**config.mk**
```make
export PLATFORM = sky130hd
export DESIGN_NAME = mem_access_stage
export DESIGN_NICKNAME = d
export VERILOG_FILES = /design/src/rtl/mem_access_stage.sv
export SDC_FILE = /design/constraint.sdc
export NUM_CORES = 1
export LEC_CHECK = 0
export BUFFER_PORTS_ARGS = -buffer_cell sky130_fd_sc_hd__buf_2
export CAP_MARGIN = 20
export CORE_MARGIN = 2
export CORE_UTILIZATION = 45
export CTS_BUF_LIST = sky130_fd_sc_hd__clkbuf_16
export CTS_CLUSTER_DIAMETER = 50
export DETAILED_ROUTE_END_ITERATION = 16
export HOLD_SLACK_MARGIN = 0.15
export PLACE_DENSITY = 0.79
export SLEW_MARGIN = 10
export SYNTH_ARGS = -nofsm -noshare
export SYNTH_HDL_FRONTEND = slang
export SYNTH_SLANG_ARGS = --single-unit
```
**constraint.sdc**
```tcl
create_clock -name clk -period 1.5 [get_ports clk]
set_input_delay 0.375 -clock clk [delete_from_list [all_inputs] [get_ports clk]]
set_output_delay 0.375 -clock clk [all_outputs]
set_load 0.005 [all_outputs]
```
**src/rtl/mem_access_stage.sv**
```systemverilog
// mem_access_stage: memory-access pipeline stage of the 16-bit SIMPLE core.
// Non-memory instructions pass straight to register write-back. Loads and
// stores run a request/ready handshake with data memory while stall holds
// the upstream stages.
// Optional feature macro: MEM_TIMEOUT_EN. It adds an access timeout that
// aborts the access after TIMEOUT_CYCLES cycles in ACCESS and sets a sticky
// bus_err flag.
//
//   state  | meaning
//   IDLE   | accepting one instruction per cycle from execute
//   ACCESS | data-memory access outstanding; upstream held, inputs ignored
module mem_access_stage #(
    parameter int TIMEOUT_CYCLES = 16
) (
    input  logic        clk,
    input  logic        rst_n,
    input  logic [15:0] alu_result,
    input  logic        write_reg,
    input  logic [2:0]  reg_addr,
    input  logic [15:0] mem_address,
    input  logic [15:0] store_data,
    input  logic        read_enable,
    input  logic        write_enable,
    output logic        dm_req,
    output logic        dm_we,
    output logic [15:0] dm_addr,
    output logic [15:0] dm_wdata,
    input  logic [15:0] dm_rdata,
    input  logic        dm_ready,
    output logic        stall,
    output logic        wb_en,
    output logic [2:0]  wb_addr,
    output logic [15:0] wb_data,
    output logic        bus_err
);

    typedef enum logic {
        IDLE   = 1'b0,
        ACCESS = 1'b1
    } state_t;

    state_t      r_state;
    state_t      w_next_state;
    logic        w_mem_op;
    logic        w_timeout;
    logic        r_lat_write_reg;
    logic [2:0]  r_lat_reg_addr;

`ifdef MEM_TIMEOUT_EN
    localparam logic [7:0] LP_TIMEOUT_LAST = 8'(TIMEOUT_CYCLES - 1);

    logic [7:0]  r_tmo_cnt;
    logic        r_bus_err;

    // Timeout fires on the ACCESS edge where the wait count reaches the limit;
    // a ready on that same edge takes priority.
    always_comb begin
        w_timeout = (r_state == ACCESS) && !dm_ready && (r_tmo_cnt == LP_TIMEOUT_LAST);
    end

    assign bus_err = r_bus_err;
`else
    logic [7:0]  w_unused_timeout;

    assign w_unused_timeout = 8'(TIMEOUT_CYCLES);
    assign w_timeout        = 1'b0;
    assign bus_err          = 1'b0;
`endif

    assign w_mem_op = read_enable | write_enable;
    assign stall    = (r_state == ACCESS);

    // State register.
    always_ff @(posedge clk or negedge rst_n) begin
        if (!rst_n) begin
            r_state <= IDLE;
        end else begin
            r_state <= w_next_state;
        end
    end

    // Next-state decode.
    always_comb begin
        w_next_state = r_state;
        case (r_state)
            IDLE: begin
                if (w_mem_op) begin
                    w_next_state = ACCESS;
                end
            end
            ACCESS: begin
                if (dm_ready || w_timeout) begin
                    w_next_state = IDLE;
                end
            end
            default: w_next_state = IDLE;
        endcase
    end

    // Memory request, write-back and latched-instruction registers.
    always_ff @(posedge clk or negedge rst_n) begin
        if (!rst_n) begin
            dm_req          <= 1'b0;
            dm_we           <= 1'b0;
            dm_addr         <= 16'h0000;
            dm_wdata        <= 16'h0000;
            wb_en           <= 1'b0;
            wb_addr         <= 3'd0;
            wb_data         <= 16'h0000;
            r_lat_write_reg <= 1'b0;
            r_lat_reg_addr  <= 3'd0;
`ifdef MEM_TIMEOUT_EN
            r_tmo_cnt       <= 8'd0;
            r_bus_err       <= 1'b0;
`endif
        end else begin
            case (r_state)
                IDLE: begin
                    if (w_mem_op) begin
                        // A store wins when both enables are set.
                        dm_req          <= 1'b1;
                        dm_we           <= write_enable;
                        dm_addr         <= mem_address;
                        dm_wdata        <= store_data;
                        r_lat_write_reg <= write_reg;
                        r_lat_reg_addr  <= reg_addr;
                        wb_en           <= 1'b0;
`ifdef MEM_TIMEOUT_EN
                        r_tmo_cnt       <= 8'd0;
`endif
                    end else begin
                        // Write-back fields only move when a write actually happens.
                        wb_en <= write_reg;
                        if (write_reg) begin
                            wb_addr <= reg_addr;
                            wb_data <= alu_result;
                        end
                    end
                end
                ACCESS: begin
                    wb_en <= 1'b0;
                    if (dm_ready) begin
                        dm_req <= 1'b0;
                        if (!dm_we && r_lat_write_reg) begin
                            wb_en   <= 1'b1;
                            wb_addr <= r_lat_reg_addr;
                            wb_data <= dm_rdata;
                        end
                    end
`ifdef MEM_TIMEOUT_EN
                    else if (w_timeout) begin
                        dm_req    <= 1'b0;
                        r_bus_err <= 1'b1;
                    end else begin
                        r_tmo_cnt <= r_tmo_cnt + 8'd1;
                    end
`endif
                end
                default: begin
                    dm_req <= 1'b0;
                    wb_en  <= 1'b0;
                end
            endcase
        end
    end

endmodule

```
# == After elaboration in Yosys (flattened, before gate mapping) ==
# Index checks and enable logic that the tools add are counted.
# word_totals
ff_bits,59
word_cells,42
# classes
eq_ne,5
muxes,20
bitwise,2
n_reduce_logical,5
# ops
operator,n
$mux W16,4
$pmux W16 S2,1
$mux W3,4
$ne A2 B2 Y1 const B,4
$mux W1,7
$pmux W1 S2,3
$pmux W3 S2,1
$reduce_and A2 Y1,2
$reduce_and A4 Y1,1
$ne A2 B1 Y1 const B,1
$logic_and A1 B1 Y1,1
$logic_not A1 Y1,1
$not A1 Y1,1
$or A1 B1 Y1,1

# == Longest topological paths before layout ==
# Gate-level depths: netlist of the first run.
# depth
word_depth,5
ltp_mapped,4
mapped_depth_nobuf,3

# == Least setup slack after synthesis of the first run ==
# Ideal clock, no wire load.
# synth_timing
path_kind,register -> register
start,"register r_state, in the netlist stall"
end,register wb_addr[2]
setup_ps,125
arrival_ps,1293
t_required_ps,1375
path_slack_ps,82
stages_incl_launch_ff,5
n_path_buf,1
period_less_slack_ps,1418
path_cell_list,dfrtp_1 > nor3_2 > a32o_1 > buf_6 > mux2_4
# synth_between
elab_chain_cells,3
elab_cells_between_ends,7
classes_between,eq/ne: 4; mux: 1; bitwise: 1; reduce/logical: 1
# synth_rtl
item,line_no,source
start: declaration,42,state_t r_state;
start signal: assignment,78,r_state <= w_next_state;
$not A1 Y1 (no line),--,
$ne A2 B2 Y1 (no line),--,
$reduce_and A4 Y1 (no line),--,
end signal: assignment,135,wb_addr <= reg_addr;
end signal: assignment,146,wb_addr <= r_lat_reg_addr;
end: declaration,32,"output logic [2:0] wb_addr,"
# Parallel ways exist; a longest one is shown, timed or not.
# A chain may end at the register's enable or synchronous reset.

# == Worst setup path after layout of the first run ==
# layout_timing
start,"register r_state, in the netlist stall"
end,output port stall
# layout_rtl
item,line_no,source
end: declaration,30,"output logic stall,"
# No word-level cell between the ends.

==> results of run 1 <==
[placed cells by master (no fill, tap or decap), drive strengths merged]
cell,netlist,routed
a21oi,1,1
o21bai,1,1
conb,1,1
nor3,1,1
nor2b,1,1
buf,9,136
clkinvlp,0,1
mux2,75,75
dfrtp,59,59
a22oi,1,1
dlygate4sd3,0,1
clkinv,0,3
a32o,1,1
bufinv,0,2
inv,1,1
clkbuf,0,11
[power by group]
part	total, mW	leakage [nW]	switching (mW)	internal [mW]
Clock	2.08	0.149	0.655	1.43
Sequential	2.36	0.693	0.269	2.09
Combinational	1.64	1.04	0.569	1.07
Total	6.08	1.89	1.49	4.59
[stage by stage]
stage | hold slack [ns] | setup WS [ns] | total power [mW] | area (µm²) | std cells
floorplan | 0.07941 | 0.08188 | 3.202 | 2559 | 151
global placement | 0.3991 | -0.008004 | 3.889 | 3331 | 349
detailed placement | 0.4046 | -0.05937 | 3.962 | 3331 | 349
CTS | 0.2654 | 0.002224 | 6.111 | 3684 | 366
global route | 0.2711 | -0.03083 | 6.401 | 3736 | 368
finish | 0.2720 | 0.009591 | 6.083 | 3736 | 368
[area by class of cell]
| class | count | area share [%] |
|---|---|---|
| clock buffers | 9 | 6.028 |
| well taps | 72 | 2.411 |
| clock inverters | 6 | 2.177 |
| multi-input cells | 82 | 27.19 |
| flip-flops and latches | 59 | 39.52 |
| inverters | 1 | 0.1005 |
| repair buffers | 139 | 22.57 |
[worst min path at each step]
| stage | from | slack, ns | endpoint |
|---|---|---|---|
| 4_1_cts | store_data[9] | 0.27 | dm_wdata[9] |
| 5_1_grt | store_data[9] | 0.27 | dm_wdata[9] |
| 3_5_place_dp | rst_n | 0.40 | dm_wdata[8] |
| 2_1_floorplan | rst_n | 0.08 | dm_addr[0] |
| 3_3_place_gp | rst_n | 0.40 | dm_addr[15] |
| 6_report | store_data[9] | 0.27 | dm_wdata[9] |
[kinds of logic (layout without fill, tap and decap cells)]
logic type / after synthesis / after routing
buf+inv: 10 / 155
mux: 75 / 75
flops: 59 / 59
other cells: 1 / 1
simple gates: 2 / 2
compound gates: 4 / 4
[worst max-delay path, cell delays in order, from the launching register on]
cell     delay (ns)
dfrtp_1        0.40
buf_6          0.16
buf_12         0.14
buf_6          0.11
[routing by layer]
| layer | vias up | wire length [µm] | GRT usage [%] |
|---|---|---|---|
| li1 | 815 | - | - |
| met1 | 848 | 2501 | 21.97 |
| met2 | 81 | 2811 | 31.19 |
| met3 | 3 | 370 | 3.507 |
| met4 | 0 | 12 | 5.690 |
| met5 | - | 0 | 0 |
[what timing repair did]
item,in CTS,in global routing
endpoints found under the hold margin,59,0
pin swaps,0,2
cloned,1,2
hold buffers,1,0
endpoints found under the setup margin,1,20
gates resized for setup,1,3
==> results.txt, run 1 <==
First-pass GRT wire length -> 8.480 mm
Share of layout cells above drive strength 1 -> 68.58%
CTS sink count -> 59
Power density cells -> 1628 nW/µm²
Simple-Gate Fraction of Synth Area -> 0.6357%
# DRC -> 0
Leading area contributor after synthesis -> dfrtp_1
Xor and xnor fraction of the mapped netlist area -> 0%
Share of the synthesized area in the top cell type -> 57.70%
Initial antenna violation count -> 0
Routed Antenna Nets -> 0
Avg WL per Cell -> 15.48 µm
Total CTS buffers -> 9
Synth Warn # -> 0
Worst R2R Path Depth -> 4
Max cap viols -> 0
Vias after detailed routing -> 1747
Status -> completed
Initial DRC Count -> 58
Worst setup startpoint -> stall
FMAX -> 0.6710 GHz
Final hold violation count -> 0
Crit-path max FO -> 7
Vias in the first global route -> 1812
Rows -> 27
Max Root-Sink Buffers -> 2
# nets final -> 365
Count of pins over their slew limit -> 0
Worst hold path class -> input pin to flip-flop
Drt pass-1 iters -> 2
Fillers -> 406
Worst Hold Depth -> 2
Area of the multi-input gates -> 1016 µm²
Setup CP Type -> flip-flop to output port
Register area -> 1476 µm²
Top flop regs -> dm_addr: 16 flops, dm_wdata: 16 flops, wb_data: 16 flops
Post-Route Skew -> 0.005857 ns
Area delta synth->final -> 46.01%
IO Port Bufs -> 127
Starting density of the core -> 46.47%
Post-Syn Area -> 2559 µm²
Peak supply drop -> 782.2 µV
Core Util, Final -> 67.85%
Static leakage -> 1.886 nW
Clock root buffer -> clkbuf_16
DR vias/cell -> 4.747
Synth Area in Compound Gates -> 1.174%
Die area -> 6305 µm²
Reg-to-Reg End -> wb_data[7]
Syn_area_per_cell -> 16.95 µm²
Register bit count reported by yosys -> 59
Die H -> 79.41 µm
Die X -> 79.41 µm
RR Startpoint -> stall
Largest family of logic cells by synthesized area -> multiplexers
Ys async rst share -> 100.0%
Mapped Nets -> 224
Clk Latency, worst-skew pair -> 0.31 ns
Post-CTS Setup Inserts -> 0
Most common cell in the netlist -> dfrtp_1
Post-DP HPWL -> 3.828 mm
Minimum clock period -> 1.490 ns
Critical Path End -> stall
CTS H-tree lvls -> 3
Synth area leaders -> dfrtp_1, mux2_4, mux2_1, mux2_2, buf_6
Worst EP required -> 1.12 ns
Final setup TNS -> 0 ns
Nature of the critical path endpoint -> output port
N_diodes -> 0
RSZ-0062 raised after global routing -> true
Number of synthesized flops with an enable pin -> 0
Total GRT Usage -> 17.74%
Largest net degree at the start of global routing -> 60
Register area share after synthesis -> 57.70%
Grt ovf -> 0
Top_reg_cell synth -> dfrtp_1
Worst endpoint data arrival time -> 1.12 ns
Startpoint Class -> flip-flop
Synth top cells by count -> dfrtp_1, mux2_4, mux2_1, mux2_2, buf_6
Reg-to-reg slack, setup -> 0.03 ns
Synth Instances -> 151
DRT Wirelength -> 5.696 mm
Setup-failing EPs final -> 0
Clk pin slew, worst setup/hold paths -> 0.05 ns
IO Pins -> 129
Core box area -> 5507 µm²
Final Cycle Share -> 99.36%
TritonCTS clock tree -> built
Mux cell area share after synthesis -> 37.26%
Area share of fa/ha/maj cells after synthesis -> 0%
Placer Congestion -> 0.7790
Distinct cell type count of the synthesized netlist -> 15
(Power assumes the default switching activity.)
==> inputs of run 2 (changes only) <==
BUFFER_PORTS_ARGS = default   (was -buffer_cell sky130_fd_sc_hd__buf_2)
CORE_UTILIZATION = 50   (was 45)
DONT_BUFFER_PORTS = 1   (was default)
PLACE_DENSITY = default   (was 0.79)
==> results.txt, run 2 (synthesized netlist as in run 1, its figures left out) <==
Status -> complete, but fails checks
Violations in the final reports -> hold timing
Count of pins over their slew limit -> 0
Final hold violation count -> 59
Area delta synth->final -> 15.50%
Crit-path max FO -> 10
Min Hold Slack -> -0.2404 ns
Levels on crit path -> 4
Die H -> 75.54 µm
CTS H-tree lvls -> 3
Top Metal Used -> met4
# DRC -> 0
Hold_buf cts -> 1
Worst R2R Path Depth -> 4
IO Pins -> 129
TritonCTS clock tree -> built
Reg-to-reg slack, setup -> 0.05 ns
Grt ovf -> 0
Max cap viols -> 0
Startpoint Class -> flip-flop
Initial DRC Count -> 50
RSZ-0062 raised after global routing -> false
CP top delay family -> flip-flops
Starting density of the core -> 51.07%
Register area -> 1476 µm²
Met2 routed WL -> 2.269 mm
Metal3 WL -> 426 µm
Worst hold path class -> input pin to asynchronous set/reset pin
DR vias/cell -> 5.411
Worst endpoint data arrival time -> 1.64 ns
DRT met1 WL -> 1.939 mm
Worst path max stage delay -> 0.38 ns
First-pass GRT wire length -> 6.403 mm
Final Cycle Share -> 96.92%
Share of layout cells above drive strength 1 -> 41.57%
Rows -> 26
Initial antenna violation count -> 0
IO Port Bufs -> 0
Setup-failing EPs final -> 0
# nets final -> 234
Most frequent cells in the layout -> dfrtp_1, mux2_4, mux2_1, mux2_2, clkbuf_16
Routed Antenna Nets -> 0
Core Util, Final -> 58.99%
Avg WL per Cell -> 19.73 µm
Finished Layout Cells -> 236
Buf/Inv on CP -> 2
Post-DP HPWL -> 3.321 mm
Clk Latency, worst-skew pair -> 0.31 ns
Core box area -> 5010 µm²
Area of the multi-input gates -> 1016 µm²
Max Root-Sink Buffers -> 2
Placed Area -> 2665 µm²
FMAX -> 0.6879 GHz
Top flop regs -> dm_addr: 16 flops, dm_wdata: 16 flops, wb_data: 16 flops
Power density cells -> 1729 nW/µm²
Minimum clock period -> 1.454 ns
Final setup TNS -> 0 ns
Placer Congestion -> 0.6906
Overall power -> 5.109 mW
Fillers -> 411
Drt pass-1 iters -> 4
Clock root buffer -> clkbuf_16
Vias in the first global route -> 1310
Peak supply drop -> 800.0 µV
Most common cell after layout, fill and taps aside -> dfrtp_1
Post-Route Skew -> 0.004714 ns
Static leakage -> 1.327 nW
Cell total after placement -> 218
DRT Wirelength -> 4.657 mm
Total GRT Usage -> 15.76%
Cell area after layout -> 2955 µm²
Die X -> 75.54 µm
CTS sink count -> 59
CP max stage cell -> dfrtp_1
Largest net degree at the start of global routing -> 60
Setup CP Type -> flip-flop to flip-flop
N_diodes -> 0
Vias after detailed routing -> 1277
Nature of the critical path endpoint -> flip-flop
Clk pin slew, worst setup/hold paths -> 0.05 ns
Worst EP required -> 1.69 ns
Worst-path cell chain -> buf_4 -> a32o_2 -> clkbuf_16 -> mux2_4
Die area -> 5706 µm²
Total CTS buffers -> 9
## run 2: power by group
part           internal, mW  switching, mW  total [mW]
Sequential             2.09          0.409        2.50
Clock                  1.07          0.606        1.68
Combinational         0.668          0.257       0.924
## run 2: path summary, 6_finish.rpt
check / startpoint / endpoint
min in group clk: dm_ready / dm_req
hold / removal: rst_n / dm_addr[3]
max in group asynchronous: rst_n / wb_data[6]
setup / recovery: stall / wb_addr[0]
setup reg to reg: stall / wb_addr[0]
hold reg to reg: r_lat_write_reg / r_lat_write_reg
## run 2: what timing repair did
item,in CTS,in global routing
endpoints found under the setup margin,0,11
resized for setup,0,1
buffers inserted,0,0
endpoints found under the hold margin,60,59
## run 2: area by class of cell
type	instances	area share, %
Clock inverter	7	0.9738
Multi-Input combinational cell	82	34.38
Inverter	1	0.1270
Clock buffer	9	7.621
Sequential cell	59	49.96
Timing Repair Buffer	8	3.980
Tap cell	70	2.964
## run 2: through the flow
step / hold WS, ns / setup slack (ns)
floorplan: 0.07941 / 0.08188
global placement: 0.08060 / 0.1067
detailed placement: 0.08021 / 0.05448
CTS: -0.2525 / 0.03951
global route: -0.2565 / 0.009635
finish: -0.2404 / 0.04626
## run 2: routing by layer
layer	vias up	global-route usage (%)
li1	557	-
met1	649	19.40
met2	69	23.48
met3	2	6.878
met4	0	8.382
met5	-	0
## run 2: worst reg2reg max path: cells and delay by family (launching register included)
kind | cells | cell delay (ns)
AO/OA/AOI/OAI | 1 | 0.29
buffers and inverters | 2 | 0.37
flip-flops | 1 | 0.38
multiplexers | 1 | 0.30
==> inputs of run 3 (changes only) <==
CORE_UTILIZATION = 35   (was 50)
GPL_ROUTABILITY_DRIVEN = 0   (was default)
==> results.txt, run 3 (synthesized netlist as in run 1, its figures left out) <==
Final Cycle Share -> 97.16%
Cell total after placement -> 252
Largest net degree at the start of global routing -> 60
Setup-failing EPs final -> 0
Core box area -> 7176 µm²
Clk pin slew, worst setup/hold paths -> 0.06 ns
CTS H-tree lvls -> 3
DRT Wirelength -> 5.127 mm
Post-DP HPWL -> 3.824 mm
Worst-path cell chain -> buf_4 -> a32o_2 -> clkbuf_16 -> mux2_4
Final setup TNS -> 0 ns
Crit-path max FO -> 9
Die X -> 89.50 µm
Worst R2R Path Depth -> 4
Total GRT Usage -> 12.58%
# nets final -> 240
Max Root-Sink Buffers -> 2
Minimum clock period -> 1.457 ns
Clock root buffer -> clkbuf_16
Max cap viols -> 0
Most frequent cells in the layout -> dfrtp_1, mux2_4, mux2_1, mux2_2, clkbuf_16
Core Util, Final -> 43.40%
Grt ovf -> 0
Setup CP Type -> flip-flop to flip-flop
Most common cell after layout, fill and taps aside -> dfrtp_1
Final hold violation count -> 59
CP top delay family -> flip-flops
Levels on crit path -> 4
Violations in the final reports -> hold timing
Starting density of the core -> 35.66%
Finished Layout Cells -> 271
Post-Route Skew -> 0.007969 ns
RSZ-0062 raised after global routing -> false
Status -> complete, but fails checks
Clk Latency, worst-skew pair -> 0.32 ns
IO Pins -> 129
Min Hold Slack -> -0.2516 ns
First-pass GRT wire length -> 7.389 mm
Vias in the first global route -> 1427
CP max stage cell -> dfrtp_1
# DRC -> 0
TritonCTS clock tree -> built
Overall power -> 5.578 mW
DR vias/cell -> 4.823
Share of layout cells above drive strength 1 -> 45.35%
Startpoint Class -> flip-flop
Buf/Inv on CP -> 2
Drt pass-1 iters -> 2
Die area -> 8010 µm²
Routed Antenna Nets -> 0
Worst endpoint data arrival time -> 1.66 ns
N_diodes -> 0
Rows -> 31
Peak supply drop -> 581.9 µV
Static leakage -> 1.386 nW
IO Port Bufs -> 0
Power density cells -> 1791 nW/µm²
Die H -> 89.50 µm
Avg WL per Cell -> 18.92 µm
Top flop regs -> dm_addr: 16 flops, dm_wdata: 16 flops, wb_data: 16 flops
Initial DRC Count -> 25
CTS sink count -> 59
Initial antenna violation count -> 0
Count of pins over their slew limit -> 0
Nature of the critical path endpoint -> flip-flop
Area delta synth->final -> 21.71%
Total CTS buffers -> 9
Worst EP required -> 1.70 ns
Worst path max stage delay -> 0.40 ns
FMAX -> 0.6861 GHz
Vias after detailed routing -> 1307
Worst hold path class -> input pin to asynchronous set/reset pin
## run 3: cell types whose count changed in the layout (fill, tap and decap cells not counted), sizes merged
cell / delta
buf: +5
bufinv: +2
inv: -2
dlygate4sd3: +1
## run 3: layout make-up
class / count / area, µm²
fillers: 633 / 4061
flip-flops and latches: 59 / 1476
multi-input cells: 82 / 1016
clock buffers: 9 / 225.2
repair buffers: 14 / 185.2
well taps: 99 / 123.9
clock inverters: 7 / 83.83
inverters: 1 / 3.754
## run 3: worst paths after layout
kind | from | endpoint | slack, ns
setup / recovery | stall | wb_data[15] | 0.04
hold / removal | rst_n | wb_data[0] | -0.25
setup reg to reg | stall | wb_data[15] | 0.04
hold reg to reg | r_lat_write_reg | r_lat_write_reg | 0.48
max in group asynchronous | rst_n | wb_data[10] | 1.66
min in group clk | mem_address[8] | dm_addr[8] | 0.19
## run 3: per-layer routing
layer	global-route usage [%]	part of all wire (%)	wire (µm)	vias up
met4	8.141	2.6	131	0
met2	18.72	51	2615	68
met1	14.84	38	1962	661
met3	5.355	8.2	418	11
met5	0	0	0	-
li1	-	-	-	567
## run 3: report_power, final
part | switching, mW | leakage, nW | internal, mW
logic | 0.268 | 0.533 | 0.700
registers | 0.414 | 0.693 | 2.09
clock network | 0.670 | 0.160 | 1.43
total | 1.35 | 1.39 | 4.23
## run 3: per-stage QoR
| step | area (µm²) | setup slack [ns] |
|---|---|---|
| after floorplan | 2559 | 0.08188 |
| after global placement | 2751 | 0.07574 |
| after detailed placement | 2751 | 0.009324 |
| after CTS | 3075 | 0.04045 |
| after global routing | 3114 | 0.006753 |
| final | 3114 | 0.04256 |
## run 3: repair_timing
action,4_1_cts,5_1_grt
pin swaps,0,2
setup buffers,0,0
cloned,0,1
hold buffers,1,1
endpoints found under the hold margin,60,60
resized for setup,2,1
setup endpoints to repair,13,17
